==> src/rtl/proj_pkg.sv <==
// ---------------------------------------------------------------------------
// proj_pkg
// Shared definitions for the FM buffer datapath.
//   FM_BUFFER_SIZE : entries held by one FM buffer
//   HASH_WIDTH     : width of one stored hash, bits
//   rd_state_t     : buffer-reader FSM encoding, also decoded by the
//                    sort/control FSM for debug visibility
// ---------------------------------------------------------------------------
package proj_pkg;

   localparam int FM_BUFFER_SIZE = 8;
   localparam int HASH_WIDTH     = 16;

   typedef enum logic [2:0] {
      RD_IDLE,
      RD_FETCH,
      RD_LOAD,
      RD_PRESENT,
      RD_DONE
   } rd_state_t;

endpackage

==> src/rtl/proj_buffer_reader_min_tracker.sv <==
// ---------------------------------------------------------------------------
// proj_min_tracker
// Running minimum register with its index. Also reused by the signature
// combiner.
//   clk, rst     : clock, asynchronous active-high reset (clears min/index)
//   clear_i      : zero the running min and index
//   load_i       : take hash_i/index_i unconditionally (first entry)
//   cmp_i        : take hash_i/index_i only if hash_i is strictly smaller
//   hash_i       : candidate hash (unsigned)
//   index_i      : candidate index
//   min_hash_o   : current running minimum
//   min_index_o  : index of current running minimum
// ---------------------------------------------------------------------------
module proj_min_tracker #(
   parameter int HASH_WIDTH = 16,
   parameter int IDX_W      = 3
) (
   input  logic                  clk,
   input  logic                  rst,
   input  logic                  clear_i,
   input  logic                  load_i,
   input  logic                  cmp_i,
   input  logic [HASH_WIDTH-1:0] hash_i,
   input  logic [IDX_W-1:0]      index_i,
   output logic [HASH_WIDTH-1:0] min_hash_o,
   output logic [IDX_W-1:0]      min_index_o
);

   logic [HASH_WIDTH-1:0] min_hash_q, min_hash_d;
   logic [IDX_W-1:0]      min_index_q, min_index_d;

   // Strict less-than so that ties keep the earlier (lower) index.
   always_comb begin
      min_hash_d  = min_hash_q;
      min_index_d = min_index_q;
      if (clear_i) begin
         min_hash_d  = '0;
         min_index_d = '0;
      end else if (load_i || (cmp_i && (hash_i < min_hash_q))) begin
         min_hash_d  = hash_i;
         min_index_d = index_i;
      end
   end

   always_ff @(posedge clk or posedge rst) begin
      if (rst) begin
         min_hash_q  <= '0;
         min_index_q <= '0;
      end else begin
         min_hash_q  <= min_hash_d;
         min_index_q <= min_index_d;
      end
   end

   assign min_hash_o  = min_hash_q;
   assign min_index_o = min_index_q;

endmodule

==> src/rtl/proj_buffer_reader.sv <==
// ---------------------------------------------------------------------------
// proj_buffer_reader
// Read-side partner of the FM buffer write counter. After start, walks
// addresses 0..FM_BUFFER_SIZE-1 through the buffer's synchronous read port,
// streams every entry over valid/ready, and reduces the pass to its minimum
// hash and that entry's index, announced with a one-cycle done pulse.
//   clk, rst   : clock, asynchronous active-high reset
//   start      : buffer full, begin a read pass (ignored while busy)
//   rd_en      : read strobe to buffer memory (FETCH only)
//   rd_addr    : read address to buffer memory
//   rd_data    : memory data, valid the cycle after rd_en
//   out_valid  : stream valid
//   out_ready  : stream ready from consumer
//   out_data   : stream hash value
//   out_index  : stream buffer address of out_data
//   out_last   : stream final-entry qualifier
//   busy       : high in every state except IDLE
//   done       : one-cycle pulse, min_hash/min_index just updated
//   min_hash   : minimum hash of the last completed pass
//   min_index  : index of min_hash
// ---------------------------------------------------------------------------
module proj_buffer_reader import proj_pkg::*; #(
   parameter int FM_BUFFER_SIZE = proj_pkg::FM_BUFFER_SIZE,
   parameter int HASH_WIDTH     = proj_pkg::HASH_WIDTH,
   parameter int ADDR_W         = $clog2(FM_BUFFER_SIZE)
) (
   input  logic                  clk,
   input  logic                  rst,
   input  logic                  start,
   output logic                  rd_en,
   output logic [ADDR_W-1:0]     rd_addr,
   input  logic [HASH_WIDTH-1:0] rd_data,
   output logic                  out_valid,
   input  logic                  out_ready,
   output logic [HASH_WIDTH-1:0] out_data,
   output logic [ADDR_W-1:0]     out_index,
   output logic                  out_last,
   output logic                  busy,
   output logic                  done,
   output logic [HASH_WIDTH-1:0] min_hash,
   output logic [ADDR_W-1:0]     min_index
);

   localparam logic [ADDR_W-1:0] LAST_ADDR = ADDR_W'(FM_BUFFER_SIZE - 1);

   rd_state_t             state_q;
   logic [ADDR_W-1:0]     addr_q;
   logic                  rd_en_q;
   logic                  out_valid_q;
   logic [HASH_WIDTH-1:0] out_data_q;
   logic                  out_last_q;
   logic                  busy_q;
   logic                  done_q;
   logic [HASH_WIDTH-1:0] min_hash_q;
   logic [ADDR_W-1:0]     min_index_q;

   logic [HASH_WIDTH-1:0] trk_hash;
   logic [ADDR_W-1:0]     trk_index;
   logic                  trk_clear, trk_load, trk_cmp;

   // The tracker sees rd_data in LOAD, the same cycle it lands in the hold
   // register; index 0 seeds the minimum so no stale value can win.
   assign trk_clear = (state_q == RD_IDLE) && start;
   assign trk_load  = (state_q == RD_LOAD) && (addr_q == '0);
   assign trk_cmp   = (state_q == RD_LOAD) && (addr_q != '0);

   proj_min_tracker #(
      .HASH_WIDTH (HASH_WIDTH),
      .IDX_W      (ADDR_W)
   ) u_min_tracker (
      .clk         (clk),
      .rst         (rst),
      .clear_i     (trk_clear),
      .load_i      (trk_load),
      .cmp_i       (trk_cmp),
      .hash_i      (rd_data),
      .index_i     (addr_q),
      .min_hash_o  (trk_hash),
      .min_index_o (trk_index)
   );

   // All outputs are registered; each is set on the edge entering the state
   // in which it must be visible.
   always_ff @(posedge clk or posedge rst) begin
      if (rst) begin
         state_q     <= RD_IDLE;
         addr_q      <= '0;
         rd_en_q     <= 1'b0;
         out_valid_q <= 1'b0;
         out_data_q  <= '0;
         out_last_q  <= 1'b0;
         busy_q      <= 1'b0;
         done_q      <= 1'b0;
         min_hash_q  <= '0;
         min_index_q <= '0;
      end else begin
         rd_en_q <= 1'b0;
         done_q  <= 1'b0;
         case (state_q)
            RD_IDLE: begin
               if (start) begin
                  state_q <= RD_FETCH;
                  rd_en_q <= 1'b1;
                  busy_q  <= 1'b1;
               end
            end
            RD_FETCH: begin
               state_q <= RD_LOAD;
            end
            RD_LOAD: begin
               out_data_q  <= rd_data;
               out_last_q  <= (addr_q == LAST_ADDR);
               out_valid_q <= 1'b1;
               state_q     <= RD_PRESENT;
            end
            RD_PRESENT: begin
               if (out_ready) begin
                  out_valid_q <= 1'b0;
                  out_last_q  <= 1'b0;
                  if (addr_q == LAST_ADDR) begin
                     state_q     <= RD_DONE;
                     done_q      <= 1'b1;
                     min_hash_q  <= trk_hash;
                     min_index_q <= trk_index;
                  end else begin
                     addr_q  <= addr_q + ADDR_W'(1);
                     rd_en_q <= 1'b1;
                     state_q <= RD_FETCH;
                  end
               end
            end
            RD_DONE: begin
               state_q <= RD_IDLE;
               addr_q  <= '0;
               busy_q  <= 1'b0;
            end
            default: begin
               state_q <= RD_IDLE;
               busy_q  <= 1'b0;
            end
         endcase
      end
   end

   // The counter only moves on acceptance, so it doubles as read address
   // and as the index of the entry being presented.
   assign rd_en     = rd_en_q;
   assign rd_addr   = addr_q;
   assign out_valid = out_valid_q;
   assign out_data  = out_data_q;
   assign out_index = addr_q;
   assign out_last  = out_last_q;
   assign busy      = busy_q;
   assign done      = done_q;
   assign min_hash  = min_hash_q;
   assign min_index = min_index_q;

endmodule

==> config.mk <==
export PLATFORM = sky130hd
export DESIGN_NAME = proj_buffer_reader
export DESIGN_NICKNAME = d
export VERILOG_FILES = /design/src/rtl/proj_pkg.sv /design/src/rtl/proj_buffer_reader_min_tracker.sv /design/src/rtl/proj_buffer_reader.sv
export SDC_FILE = /design/constraint.sdc
export NUM_CORES = 1
export LEC_CHECK = 0
export CAP_MARGIN = 0
export CORE_UTILIZATION = 38
export DETAILED_ROUTE_END_ITERATION = 7
export PLACE_DENSITY_LB_ADDON = 0.15
export RECOVER_POWER = 100
export SYNTH_ARGS = -nofsm -noshare
export SYNTH_HDL_FRONTEND = slang
export SYNTH_SLANG_ARGS = --single-unit
==> constraint.sdc <==
create_clock -name clk -period 4.7 [get_ports clk]
set_input_delay 1.41 -clock clk [delete_from_list [all_inputs] [get_ports clk]]
set_output_delay 1.41 -clock clk [all_outputs]
set_load 0.05 [all_outputs]
======== Word level (Yosys, flattened, before mapping) ========
Cells that the tools add are included.
word-level totals
  output and inout bits ................... 46
  word-level logic and storage cells ...... 63
  flip-flop bits (word level) ............. 65
  input port bits ......................... 20
operators by class
  muxes and demuxes ....................... 23
  add/subtract/negate cells ............... 1
  reductions and logical operators ........ 17
  bitwise logic cells ..................... 1
  $lt $le $gt $ge ......................... 1
  equal/unequal tests ..................... 8
operator list
  operator                                                               count
  16-bit 2-to-1 mux                                                      2
  3-bit 2-to-1 mux                                                       7
  16-bit < comparator                                                    1
  3-bit one-hot mux with 4 select lines                                  1
  1-bit 2-to-1 mux                                                       8
  1-bit one-hot mux with 2 select lines                                  4
  3-bit by 2-bit equality test with 1-bit output, second input constant  2
  3-bit equality test, second input constant                             2
  3-bit zero test                                                        2
  2-bit inequality test, second input constant                           3
  3-bit one-hot mux with 2 select lines                                  1
  2-bit AND reduction                                                    3
  3-bit AND reduction                                                    2
  2-bit nonzero test                                                     3
  1-bit logical AND                                                      4
  3-bit by 1-bit adder with 3-bit output, second input constant          1
  3-bit by 1-bit equality test with 1-bit output, second input constant  1
  3-bit nonzero test                                                     1
  3-bit OR reduction                                                     1
  1-bit logical OR                                                       1
  1-bit NOT                                                              1

======== Logic depth before layout (Yosys ltp) ========
Gate-level depths: netlist of run 1.
  depth in word-level cells ............... 6
  mapped depth ............................ 10
  gate-level depth less buffers ........... 8

======== Modules after synthesis ========
Synthesis of run 1 repeated with hierarchy kept, for this count alone.
unflattened totals
  cell total of the unflattened synthesis .. 243
  area, all modules ....................... 3,206.8 um2
modules (own cells, without submodules)
  module              area an instance (um2)  seq. area each (um2)  cells an instance  instances
  proj_buffer_reader  1,938.1                 1,151.1               129                1
  proj_min_tracker    1,268.7                 475.5                 114                1

======== Least setup slack after synthesis of run 1 ========
No wires, ideal clock.
  path kind ............................... input to register
  start point ............................. input port rd_data[6]
  end point ............................... register u_min_tracker.min_index_q[2] (netlist: u_min_tracker.min_index_o[2])
  stages .................................. 9
  required time ........................... 4.621 ns
  path slack .............................. 1.606 ns
  path buffers ............................ 2
  library setup time ...................... 0.079 ns
  arrival time ............................ 3.014 ns
  cell sequence ........................... ha_1 a21oi_1 nor2b_1 a2111oi_0 a2111oi_1 o31ai_1 buf_6 buf_12 mux2i_1
on the way
  longest elaborated chain between the ends .. 4
ends and longest elaborated chain
  item                          line                                  text
  start: declaration            proj_buffer_reader.sv:32              input logic [HASH_WIDTH-1:0] rd_data,
  16-bit < comparator           proj_buffer_reader_min_tracker.sv:39  end else if (load_i || (cmp_i && (hash_i < min_hash_q))) begin
  1-bit logical AND             proj_buffer_reader_min_tracker.sv:39
  1-bit logical OR              proj_buffer_reader_min_tracker.sv:39
  2-bit nonzero test (no line)  -
  end signal: assignment        proj_buffer_reader_min_tracker.sv:51  min_index_q <= min_index_d;
  end: declaration              proj_buffer_reader_min_tracker.sv:30  logic [IDX_W-1:0] min_index_q, min_index_d;
No other way between the ends.
A chain may end at the register's enable or synchronous reset.

======== Final worst setup path of run 1 ========
  start point ............................. input port out_ready
  end point ............................... register min_index_q[1] (netlist: min_index[1])
on the way
  longest elaborated chain between the ends .. 1
ends and longest elaborated chain
  item                           line                       text
  start: declaration             proj_buffer_reader.sv:34   input logic out_ready,
  3-bit AND reduction (no line)  -
  end signal: assignment         proj_buffer_reader.sv:124  min_index_q <= trk_index;
  end: declaration               proj_buffer_reader.sv:55   logic [ADDR_W-1:0] min_index_q;
No other way between the ends.

==> results by group, run 1 <==
Yosys
  • Post-synthesis xor/xnor area fraction: less than 1%
  • Post-Syn Nets: 319
  • Synth warnings: 0
  • Cells after Synth: between 200 and 300
  • Adder-Cell Fraction of Synth Area: 7.49%
  • Mux cell area share after synthesis: between 10% and 20%
  • Synth Area in Simple Gates: under 10%
  • Largest family of logic cells by synthesized area: multiplexers
  • Mapped Avg Cell Area: between 10 and 15 um2
  • Synth Area in Compound Gates: 7.41%
  • Seq cells post-synth: 65
  • Yosys cell types: 33
  • Post-Syn Area: 3010 um2
  • Register area share after synthesis: a little over half

Placed design
  • IO buf count: between 60 and 70
  • Post-DP HPWL: about 4.2 mm
  • GPL Wtd Cong: between 0.7 and 0.8

Clocking
  • Root buffer cell: clkbuf_8
  • CTS tree: built
  • Max Buffers Root-to-Sink: 2
  • CTS buffer count: 9
  • Post-CTS Hold Buffers: 0
  • Clk_lat worst skew: around 340 ps
  • Clk sinks: between 60 and 70
  • Postcts setup bufs: 0
  • # resized after CTS: 0
  • H-tree depth: 3
  • Reg clk slew, reported paths: roughly 70 ps

Final layout
  • Share of layout cells above drive strength 1: a little under a tenth
  • Nets: between 300 and 400
  • Leading cell type in the layout, fill and taps excluded: dfrtp_1
  • ANT cells: 0
  • Area Growth Syn to Fin: 29.6%
  • Post-layout util: about 51%
  • Most frequent cells in the layout: dfrtp_1, dlygate4sd3_1, nand2_1

Floorplan
  • Die Ht: around 90 um
  • DIE AREA: ~8300 um2
  • Initial core utilization: roughly two fifths
  • Die W: around 90 um
  • Std cell rows: 32
  • # IOs: 66
  • Core area: a little under 8000 um2

Global route
  • Global route overflow: 0
  • Largest net degree at the start of global routing: 54
  • Initial antenna violation count: 0
  • Global-route wire length before repair: roughly 10 mm
  • All-Layer GR Usage: 16.5%
  • Vias in the first global route: 2,219

STA
  • Max Slew Vio Count: between 90 and 100
  • RSZ-0062 raised after global routing: false
  • Maximum clock rate: approximately 0.26 GHz
  • Worst slew pin tran: 1980 ps
  • Final setup TNS: 0 ps
  • Worst slew margin: -32.2%
  • Endpoints failing hold: 0
  • Minimum clock period: between 3000 and 4000 ps
  • Final worst path period share: 81.4%
  • Final setup viols: 0
  • Hold slack: approximately 470 ps
  • Final clock skew: roughly 8.0 ps

Setup path
  • Crit path top cell by count: nand2_1
  • WP data required: 4920 ps
  • Worst-path fanout max: 36
  • CP bufs+invs: 2
  • Crit path kind: in -> reg
  • Slowest CP cell: or2_0
  • CP Launch Type: input port
  • Delay-heaviest family, CP: simple AND/OR/NAND/NOR gates
  • Arr. time, crit path: between 4000 and 5000 ps
  • Slowest Stage Delay on Critical Path: 1380 ps
  • Worst setup EP type: flip-flop
  • Critical Path, Cell by Cell: dlygate4sd3_1 -> nand3_1 -> or2_0 -> inv_1 -> nand2_1 -> nand2_1

Pwr
  • Worst ir drop on vdd: approximately 360 uV
  • Switching share of power: approximately 47%
  • P_int: 1.62 mW
  • PD cells: approximately 790 nW/um2
  • Leakage: about 1.9 nW
  • Part of the power in the clock network: between 10% and 20%
  • Sequential share of power: a little under a third
  • Comb power frac: about 55%
  • Switching Power: ~1.5 mW

Routing
  • WL final: approximately 6.1 mm
  • Routed len/inst: around 14 um
  • Via/cell ratio: around 4.6
  • 1st-iter DRT viols: between 70 and 80
  • Via count: about 2,100
  • Post-route DRC: 0
  • DRT antenna net count: 0
  • Pre-antenna DRT Iters: 6

Status
  • Failing checks: max-capacitance violations, max-slew violations
  • Outcome: finished with violations

Flow run
  • Max cap viols: 2

Hold path
  • Worst Hold Class: reg -> reg
## cells in the mapped netlist, drive strengths merged
| master | n | area share (%) |
|---|---|---|
| nor2 | 4 | 0.50 |
| o31ai | 1 | 0.25 |
| a21oi | 9 | 1.5 |
| or2 | 1 | 0.21 |
| buf | 8 | 2.3 |
| a22o | 1 | 0.29 |
| a21o | 2 | 0.50 |
| nand3b | 2 | 0.50 |
| o211ai | 1 | 0.25 |
| nor2b | 2 | 0.42 |
| nor3 | 1 | 0.17 |
| clkbuf | 6 | 0.75 |
| a211o | 1 | 0.29 |
| a22oi | 1 | 0.25 |
| nand3 | 3 | 0.50 |
| a2111oi | 2 | 0.62 |
| nand2 | 51 | 6.4 |
| mux2 | 16 | 6.0 |
| mux2i | 21 | 7.0 |
| nand2b | 3 | 0.62 |
| nand4 | 2 | 0.42 |
| ha | 18 | 7.5 |
| o2111ai | 1 | 0.29 |
| dfrtp | 65 | 54 |
| xnor2 | 1 | 0.29 |
| inv | 38 | 4.7 |
| o21ai | 19 | 3.2 |
| and3 | 1 | 0.21 |
## per-stage QoR
stage | total power [mW] | cell area (um2) | instances | worst slack [ps]
after CTS | 3.21 | 3910 | 453 | 1130
after floorplan | 2.25 | 3010 | 281 | 1610
after detailed placement | 2.77 | 3730 | 437 | 752
final | 3.08 | 3890 | 453 | 874
after global placement | 2.75 | 3730 | 437 | 813
after global routing | 3.31 | 3890 | 453 | 504
## path summary, 6_finish.rpt
path	start	to	slack, ps	cells past startpoint
min reg2reg	min_hash[6]	min_hash[6]	470	2
min	min_hash[6]	min_hash[6]	470	2
min in group asynchronous	rst	out_data[3]	2170	2
max reg2reg	state_q[2]	u_min_tracker.min_index_o[2]	1240	7
max in group asynchronous	rst	out_data[12]	1100	3
max	out_ready	min_index[1]	870	6
## layout make-up
cell class	count	area, um2
inverter	38	143
timing repair buffer	68	666
tap	102	128
clock inverter	3	15.0
clock buffer	13	159
fill	733	3790
multi-input combinational	164	1160
sequential	65	1630
## worst min-delay path, cell delays in order, from the launching register on
cell     delay [ps]
dfrtp_1         340
nand2_1          40
o21ai_0          50
## metal layers
metal / part of all wire, % / track usage (%) / up-vias
met2: 46 / 26.5 / 43
met5: 0 / 0 / -
met3: 4.6 / 3.77 / 10
met1: 48 / 20.7 / 993
li1: - / - / 1051
met4: 1.6 / 8.60 / 0
## flip-flops by register name, summed over array words and instances, names as in the netlist
name,cells
busy,1
done,1
min_hash,16
min_index,3
out_data,16
out_index,3
out_last,1
out_valid,1
rd_en,1
state_q,3
u_min_tracker.min_hash_o,16
u_min_tracker.min_index_o,3
## logic make-up (layout without fill, tap and decap cells)
family                   count (synthesis)  in the layout
AO/OA/AOI/OAI                           38             38
AND/OR/NAND/NOR                         70             70
adder cells (fa/ha/maj)                 18             18
multiplexers                            37             37
XOR/XNOR                                 1              1
flip-flops                              65             65
buffers and inverters                   52            122
## power by group through the flow
| stage | logic (mW) | clock network [mW] | registers (mW) |
|---|---|---|---|
| 3_3_place_gp | 1.76 | 0 | 0.991 |
| 3_5_place_dp | 1.77 | 0 | 0.998 |
| 5_1_grt | 1.82 | 0.465 | 1.02 |
| 2_1_floorplan | 0.668 | 0 | 1.58 |
| 4_1_cts | 1.78 | 0.441 | 0.988 |
| 6_report | 1.68 | 0.425 | 0.974 |
(Power assumes the default switching activity.)
==> run 2, diff against run 1 <==
==> constraint.sdc (replaced) <==
create_clock -name clk -period 3.2 [get_ports clk]
set_input_delay 0.96 -clock clk [delete_from_list [all_inputs] [get_ports clk]]
set_output_delay 0.96 -clock clk [all_outputs]
set_load 0.05 [all_outputs]
==> run 2 against run 1 <==
Effect of this change:
- the flow now finishes without violations
- combinational power is 48% higher
- via count increased by 2.4%
- clock power up 78%
- first-iteration DRC count increased by 1.3%
- worst hold slack got worse by 5.8 ps
- flip-flop and latch count stayed put
- global-route usage is 0.48 points lower
- non-clock buffer count rose by 7
- utilization increased by 1.2 points
- die area stayed put
- count of clock-buffer cells in the layout decreased by 3
- critical path type unchanged
- largest cell class unchanged
- largest power group unchanged
==> results by group, run 2 (same netlist as run 1, synthesis figures left out) <==
Status
  • Outcome: complete, no violations

Floorplan
  • Initial core utilization: 39.1% (unchanged)
  • Core area: 7690 um2 (unchanged)
  • DIE AREA: 8270 um2 (unchanged)
  • # IOs: 66 (unchanged)
  • Die W: 90.9 um (unchanged)
  • Std cell rows: 32 (unchanged)
  • Die Ht: 90.9 um (unchanged)

Final layout
  • Share of layout cells above drive strength 1: 10.9% (+1.8 points)
  • Post-layout util: 51.9% (+1.2 points)
  • Multi-input logic area: 1160 um2 (+0.11%)
  • Nets: 391 (+1.8%)
  • Cell Count, Final, Fillers Out: 460 (+1.5%)
  • Register area: 1630 um2 (unchanged)
  • Leading cell type in the layout, fill and taps excluded: dfrtp_1
  • Area Growth Syn to Fin: 32.7%
  • ANT cells: 0 (unchanged)
  • Fillers: 728 (-0.68%)
  • Most frequent cells in the layout: dfrtp_1, nand2_1, dlygate4sd3_1

Routing
  • Met2 routed WL: 2.86 mm (+1.8%)
  • Post-route DRC: 0 (unchanged)
  • Via count: 2,147 (+2.4%)
  • WL final: 6.07 mm (-0.87%)
  • 1st-iter DRT viols: 76 (+1.3%)
  • Pre-antenna DRT Iters: 5 (-1)
  • Max Used Layer: met4
  • Via/cell ratio: 4.67 (+0.83%)
  • DR WL met3: 213 um (-25%)
  • Routed len/inst: 13.2 um (-2.4%)
  • M1 WL: 2.89 mm (-1.5%)
  • DRT antenna net count: 0 (unchanged)

Clocking
  • Max Buffers Root-to-Sink: 2 (unchanged)
  • H-tree depth: 3 (unchanged)
  • Postcts setup bufs: 0 (unchanged)
  • Clk sinks: 65 (unchanged)
  • CTS buffer count: 9 (unchanged)
  • CTS tree: built
  • Root buffer cell: clkbuf_8
  • Clk_lat worst skew: 340 ps (about the same)
  • # resized after CTS: 0 (unchanged)
  • Post-CTS Hold Buffers: 0 (unchanged)
  • Reg clk slew, reported paths: 70 ps (about the same)

Setup path
  • Critical Path, Cell by Cell: clkdlybuf4s50_1 -> ha_1 -> a21oi_1 -> nor2b_1 -> a2111oi_0 -> a2111oi_1 -> o31ai_4 -> clkbuf_2 -> mux2i_1
  • Worst setup EP type: flip-flop
  • Worst-path fanout max: 8 (-78%)
  • WP data required: 3460 ps (-1460 ps)
  • Arr. time, crit path: 3180 ps (-870 ps)
  • Slowest Stage Delay on Critical Path: 430 ps (-950 ps)
  • CP Launch Type: input port
  • Slowest CP cell: clkdlybuf4s50_1
  • Crit path kind: in -> reg

STA
  • Final setup TNS: 0 ps (unchanged)
  • Max Slew Vio Count: 0 (-100%)
  • Final setup viols: 0 (unchanged)
  • Minimum clock period: ~2900 ps
  • Worst slew margin: 24.4% (+57 points)
  • Maximum clock rate: 0.343 GHz
  • RSZ-0062 raised after global routing: false
  • Final clock skew: 5.67 ps (-2.34 ps)
  • Endpoints failing hold: 0 (unchanged)
  • Final worst path period share: approximately nine tenths
  • Worst slew pin tran: 1130 ps (-846 ps)

Placed design
  • Post-DP HPWL: 4.28 mm (+0.80%)
  • Placed Cells: 444 (+1.6%)
  • IO buf count: 65 (unchanged)
  • GPL Wtd Cong: 0.778 (+1.4%)

Hold path
  • Worst Hold Class: reg -> reg

Flow run
  • Max cap viols: 0 (-2)

Global route
  • Largest net degree at the start of global routing: 43 (-20%)
  • Global route overflow: 0 (unchanged)
  • Global-route wire length before repair: 10.2 mm (-2.7%)
  • All-Layer GR Usage: 16.0% (-0.48 points)
  • Vias in the first global route: 2,157 (-2.8%)
  • Initial antenna violation count: 0 (unchanged)

Pwr
  • Worst ir drop on vdd: 495 uV (+37%)
  • PD cells: 1170 nW/um2 (+48%)
  • Leakage: 1.97 nW (+2.3%)
## run 2: cell types whose count changed in the layout (fill, tap and decap cells not counted), sizes merged
cell,delta
buf,+4
bufinv,+2
clkdlybuf4s50,+6
clkinvlp,+1
dlygate4sd3,-6
## run 2: stage by stage
stage	setup WS (ps)	power (mW)	hold WS [ps]	area [um2]
after floorplan	556	3.30	439	3010
after global placement	65.3	4.06	462	3800
after detailed placement	17.9	4.09	462	3800
after CTS	360	4.86	476	4010
after global routing	120	4.95	499	3990
final	285	4.67	465	3990
## run 2: metal layers
metal  up-vias  GRT usage, %
met5         -             0
met4         0          8.73
met3        10          3.02
met2        44          25.1
met1      1029          20.9
li1       1064             -
## run 2: power breakdown
part | internal [mW] | switching, mW
clock network | 0.435 | 0.321
registers | 1.21 | 0.214
logic | 0.858 | 1.62
## run 2: worst paths after layout
| path | start | endpoint | slack, ps | cells past startpoint |
|---|---|---|---|---|
| hold reg to reg | u_min_tracker.min_index_o[0] | min_index[0] | 460 | 2 |
| setup reg to reg | state_q[2] | u_min_tracker.min_hash_o[9] | 580 | 7 |
| hold / removal | u_min_tracker.min_index_o[0] | min_index[0] | 460 | 2 |
| max in group asynchronous | rst | u_min_tracker.min_hash_o[0] | 1180 | 3 |
| setup / recovery | rd_data[6] | u_min_tracker.min_hash_o[9] | 290 | 9 |
| min in group asynchronous | rst | out_data[1] | 1280 | 2 |
## run 2: worst max-delay path: cells and delay by family
family / cells / cell delay (ps)
compound gates: 4 / 860
fa+ha+maj: 1 / 310
simple gates: 1 / 60
buf+inv: 2 / 750
mux: 1 / 240
## run 2: layout make-up
type	instances	area share [%]
multi-input cells	164	29.1
repair buffers	75	18.1
flip-flops and latches	65	40.8
clock inverters	6	2.07
inverters	38	3.58
well taps	102	3.20
clock buffers	10	3.20
==> run 3, diff against run 2 <==
--- a/config.mk
+++ b/config.mk
@@ -6,6 +6,7 @@
 export NUM_CORES = 1
 export LEC_CHECK = 0
 export CAP_MARGIN = 0
+export CORE_MARGIN = 2
 export CORE_UTILIZATION = 38
 export DETAILED_ROUTE_END_ITERATION = 7
 export PLACE_DENSITY_LB_ADDON = 0.15
==> constraint.sdc (replaced) <==
create_clock -name clk -period 2.95 [get_ports clk]
set_input_delay 0.885 -clock clk [delete_from_list [all_inputs] [get_ports clk]]
set_output_delay 0.885 -clock clk [all_outputs]
set_load 0.05 [all_outputs]
==> run 3 against run 2 <==
Effect of this change:
- critical path type unchanged
- non-clock buffer count is 7 higher
- final cell count is 1.3% higher
- routed wire length is 0.12% higher
- flip-flop and latch count stayed put
- critical endpoint is now u_min_tracker.min_hash_o[1]
- total power is 5.7% higher
- count of clock-buffer cells in the layout is 2 higher
- register-to-register slack worse by 110 ps
- the run now ends with max-capacitance violations, max-slew violations left
==> results by group, run 3 (same netlist as run 1, synthesis figures left out) <==
Status
  • Outcome: finished with violations
  • Failing checks: max-capacitance violations, max-slew violations

Pwr
  • Comb power frac: 55.4% (+2.2 points)
  • Power Total: 4.93 mW (+5.7%)
  • Switching Power: 2.33 mW (+7.8%)
  • Part of the power in the clock network: 13.2% (-3.0 points)
  • Worst ir drop on vdd: 601 uV (+21%)
  • Switching share of power: 47.2% (+0.95 points)
  • Leakage: 1.98 nW (+0.45%)
  • Sequential share of power: 31.5% (+0.9 points)
  • P_int: 2.60 mW (+3.8%)
  • PD cells: 1230 nW/um2 (+5.4%)

Final layout
  • Post-layout util: 52.0% (+0.15 points)
  • Register area: 1630 um2 (unchanged)
  • Leading cell type in the layout, fill and taps excluded: dfrtp_1
  • ANT cells: 0 (unchanged)
  • Fillers: 724 (-0.55%)
  • Post-route cell area: 4000 um2 (+0.28%)
  • Nets: 398 (+1.8%)
  • Multi-input logic area: 1160 um2 (+0.22%)
  • Area Growth Syn to Fin: 33.1%
  • Share of layout cells above drive strength 1: 12.9% (+2.0 points)
  • Most frequent cells in the layout: dfrtp_1, nand2_1, dlygate4sd3_1

Routing
  • Routed len/inst: 13.0 um (-1.2%)
  • DRT antenna net count: 0 (unchanged)
  • Via/cell ratio: 4.62 (-1.0%)
  • Post-route DRC: 0 (unchanged)
  • 1st-iter DRT viols: 81 (+6.6%)
  • WL final: 6.08 mm (+0.12%)
  • Via count: 2,153 (+0.28%)
  • Pre-antenna DRT Iters: 4 (-1)

Placed design
  • Post-DP HPWL: 4.28 mm (about the same)
  • IO buf count: 65 (unchanged)
  • GPL Wtd Cong: 0.763 (-1.9%)
  • Area after DPL: 3860 um2 (+1.7%)

Setup path
  • Worst setup EP type: flip-flop
  • CP Launch Type: input port
  • Crit path kind: in -> reg
  • WP data required: 3210 ps (-250 ps)
  • Worst-path fanout max: 4 (-4)
  • Arr. time, crit path: 3020 ps (-160 ps)

STA
  • RSZ-0062 raised after global routing: false
  • Minimum clock period: 2760 ps
  • Endpoints failing hold: 0 (unchanged)
  • Max Slew Vio Count: 66 (+66)
  • Final worst path period share: just over 90%
  • Final setup viols: 0 (unchanged)
  • Maximum clock rate: 0.363 GHz
  • Worst slew pin tran: 1580 ps (+442 ps)
  • Worst slew margin: -5.08% (-29 points)
  • Final clock skew: 9.85 ps (+4.18 ps)

Floorplan
  • Die Ht: 92.9 um (+2.2%)
  • Core area: 7690 um2 (unchanged)
  • Die W: 92.9 um (+2.2%)
  • # IOs: 66 (unchanged)
  • Initial core utilization: 39.1% (unchanged)
  • Std cell rows: 32 (unchanged)
  • DIE AREA: 8640 um2 (+4.4%)

Global route
  • Initial antenna violation count: 0 (unchanged)
  • Vias in the first global route: 2,120 (-1.7%)
  • All-Layer GR Usage: 15.5% (-0.51 points)
  • Global-route wire length before repair: 10.2 mm (-0.34%)
  • Global route overflow: 0 (unchanged)
  • Largest net degree at the start of global routing: 66 (+53%)

Clocking
  • Max Buffers Root-to-Sink: 2 (unchanged)
  • CTS buffer count: 9 (unchanged)
  • # resized after CTS: 0 (unchanged)
  • CTS tree: built
  • Clk sinks: 65 (unchanged)
  • Post-CTS Hold Buffers: 0 (unchanged)
  • Postcts setup bufs: 0 (unchanged)
  • H-tree depth: 3 (unchanged)
  • Reg clk slew, reported paths: 70 ps (about the same)
  • Root buffer cell: clkbuf_8
  • Clk_lat worst skew: 340 ps (about the same)

Hold path
  • Worst Hold Class: reg -> reg

Flow run
  • Max cap viols: 1 (+1)
==> run 3: changes by cell type in the layout (fill, tap and decap cells not counted), sizes merged <==
cell and delta:
buf +8, bufinv -2, clkbuf +1, clkdlybuf4s50 +1
dlygate4sd3 -1, inv -1
==> run 3: final cells by class <==
class | instances | share of cell area (%)
clock buffer | 12 | 3.63
clock inverter | 3 | 0.438
inverter | 38 | 3.57
multi-input combinational | 164 | 29.0
sequential | 65 | 40.7
tap | 102 | 3.19
timing repair buffer | 82 | 19.5
==> run 3: path summary, 6_finish.rpt <==
check                             from                     endpoint  slack [ps]  depth (start not counted)
min in group asynchronous          rst                    out_valid        1390                          3
setup reg to reg            state_q[2]  u_min_tracker.min_hash_o[1]         470                          7
hold / removal             min_hash[8]                  min_hash[8]         470                          2
hold reg to reg            min_hash[8]                  min_hash[8]         470                          2
setup / recovery            rd_data[6]  u_min_tracker.min_hash_o[1]         190                          9
max in group asynchronous          rst                  out_data[8]         600                          3
==> run 3: metal layers <==
metal / GRT usage [%] / wire, um / up-vias
met4: 8.09 / 133 / 0
met2: 23.1 / 2800 / 43
li1: - / - / 1090
met5: 0 / 0 / -
met1: 21.5 / 2910 / 1010
met3: 2.77 / 228 / 10
==> run 3: worst max-delay path, stage by stage <==
cell and delay [ps]:
clkdlybuf4s50_1 440, ha_1 320, a21oi_1 140, nor2b_1 60, a2111oi_0 280, a2111oi_1 190
o31ai_4 290, clkbuf_2 240, mux2i_1 190
==> run 3: power by group through the flow <==
stage | Combinational, mW | Clock [mW] | Sequential (mW)
2_1_floorplan | 1.06 | 0 | 2.51
3_3_place_gp | 2.86 | 0 | 1.58
3_5_place_dp | 2.89 | 0 | 1.59
4_1_cts | 2.90 | 0.673 | 1.57
5_1_grt | 2.94 | 0.719 | 1.61
6_report | 2.73 | 0.649 | 1.55
==> run 3: stage by stage <==
step / setup TNS [ps] / hold WS (ps) / instances / setup WS (ps)
global placement: -2380 / 462 / 451 / -137
CTS: 0 / 485 / 466 / 174
finish: 0 / 471 / 466 / 194
floorplan: 0 / 439 / 281 / 381
global route: 0 / 504 / 466 / 40.7
detailed placement: -3020 / 463 / 451 / -188
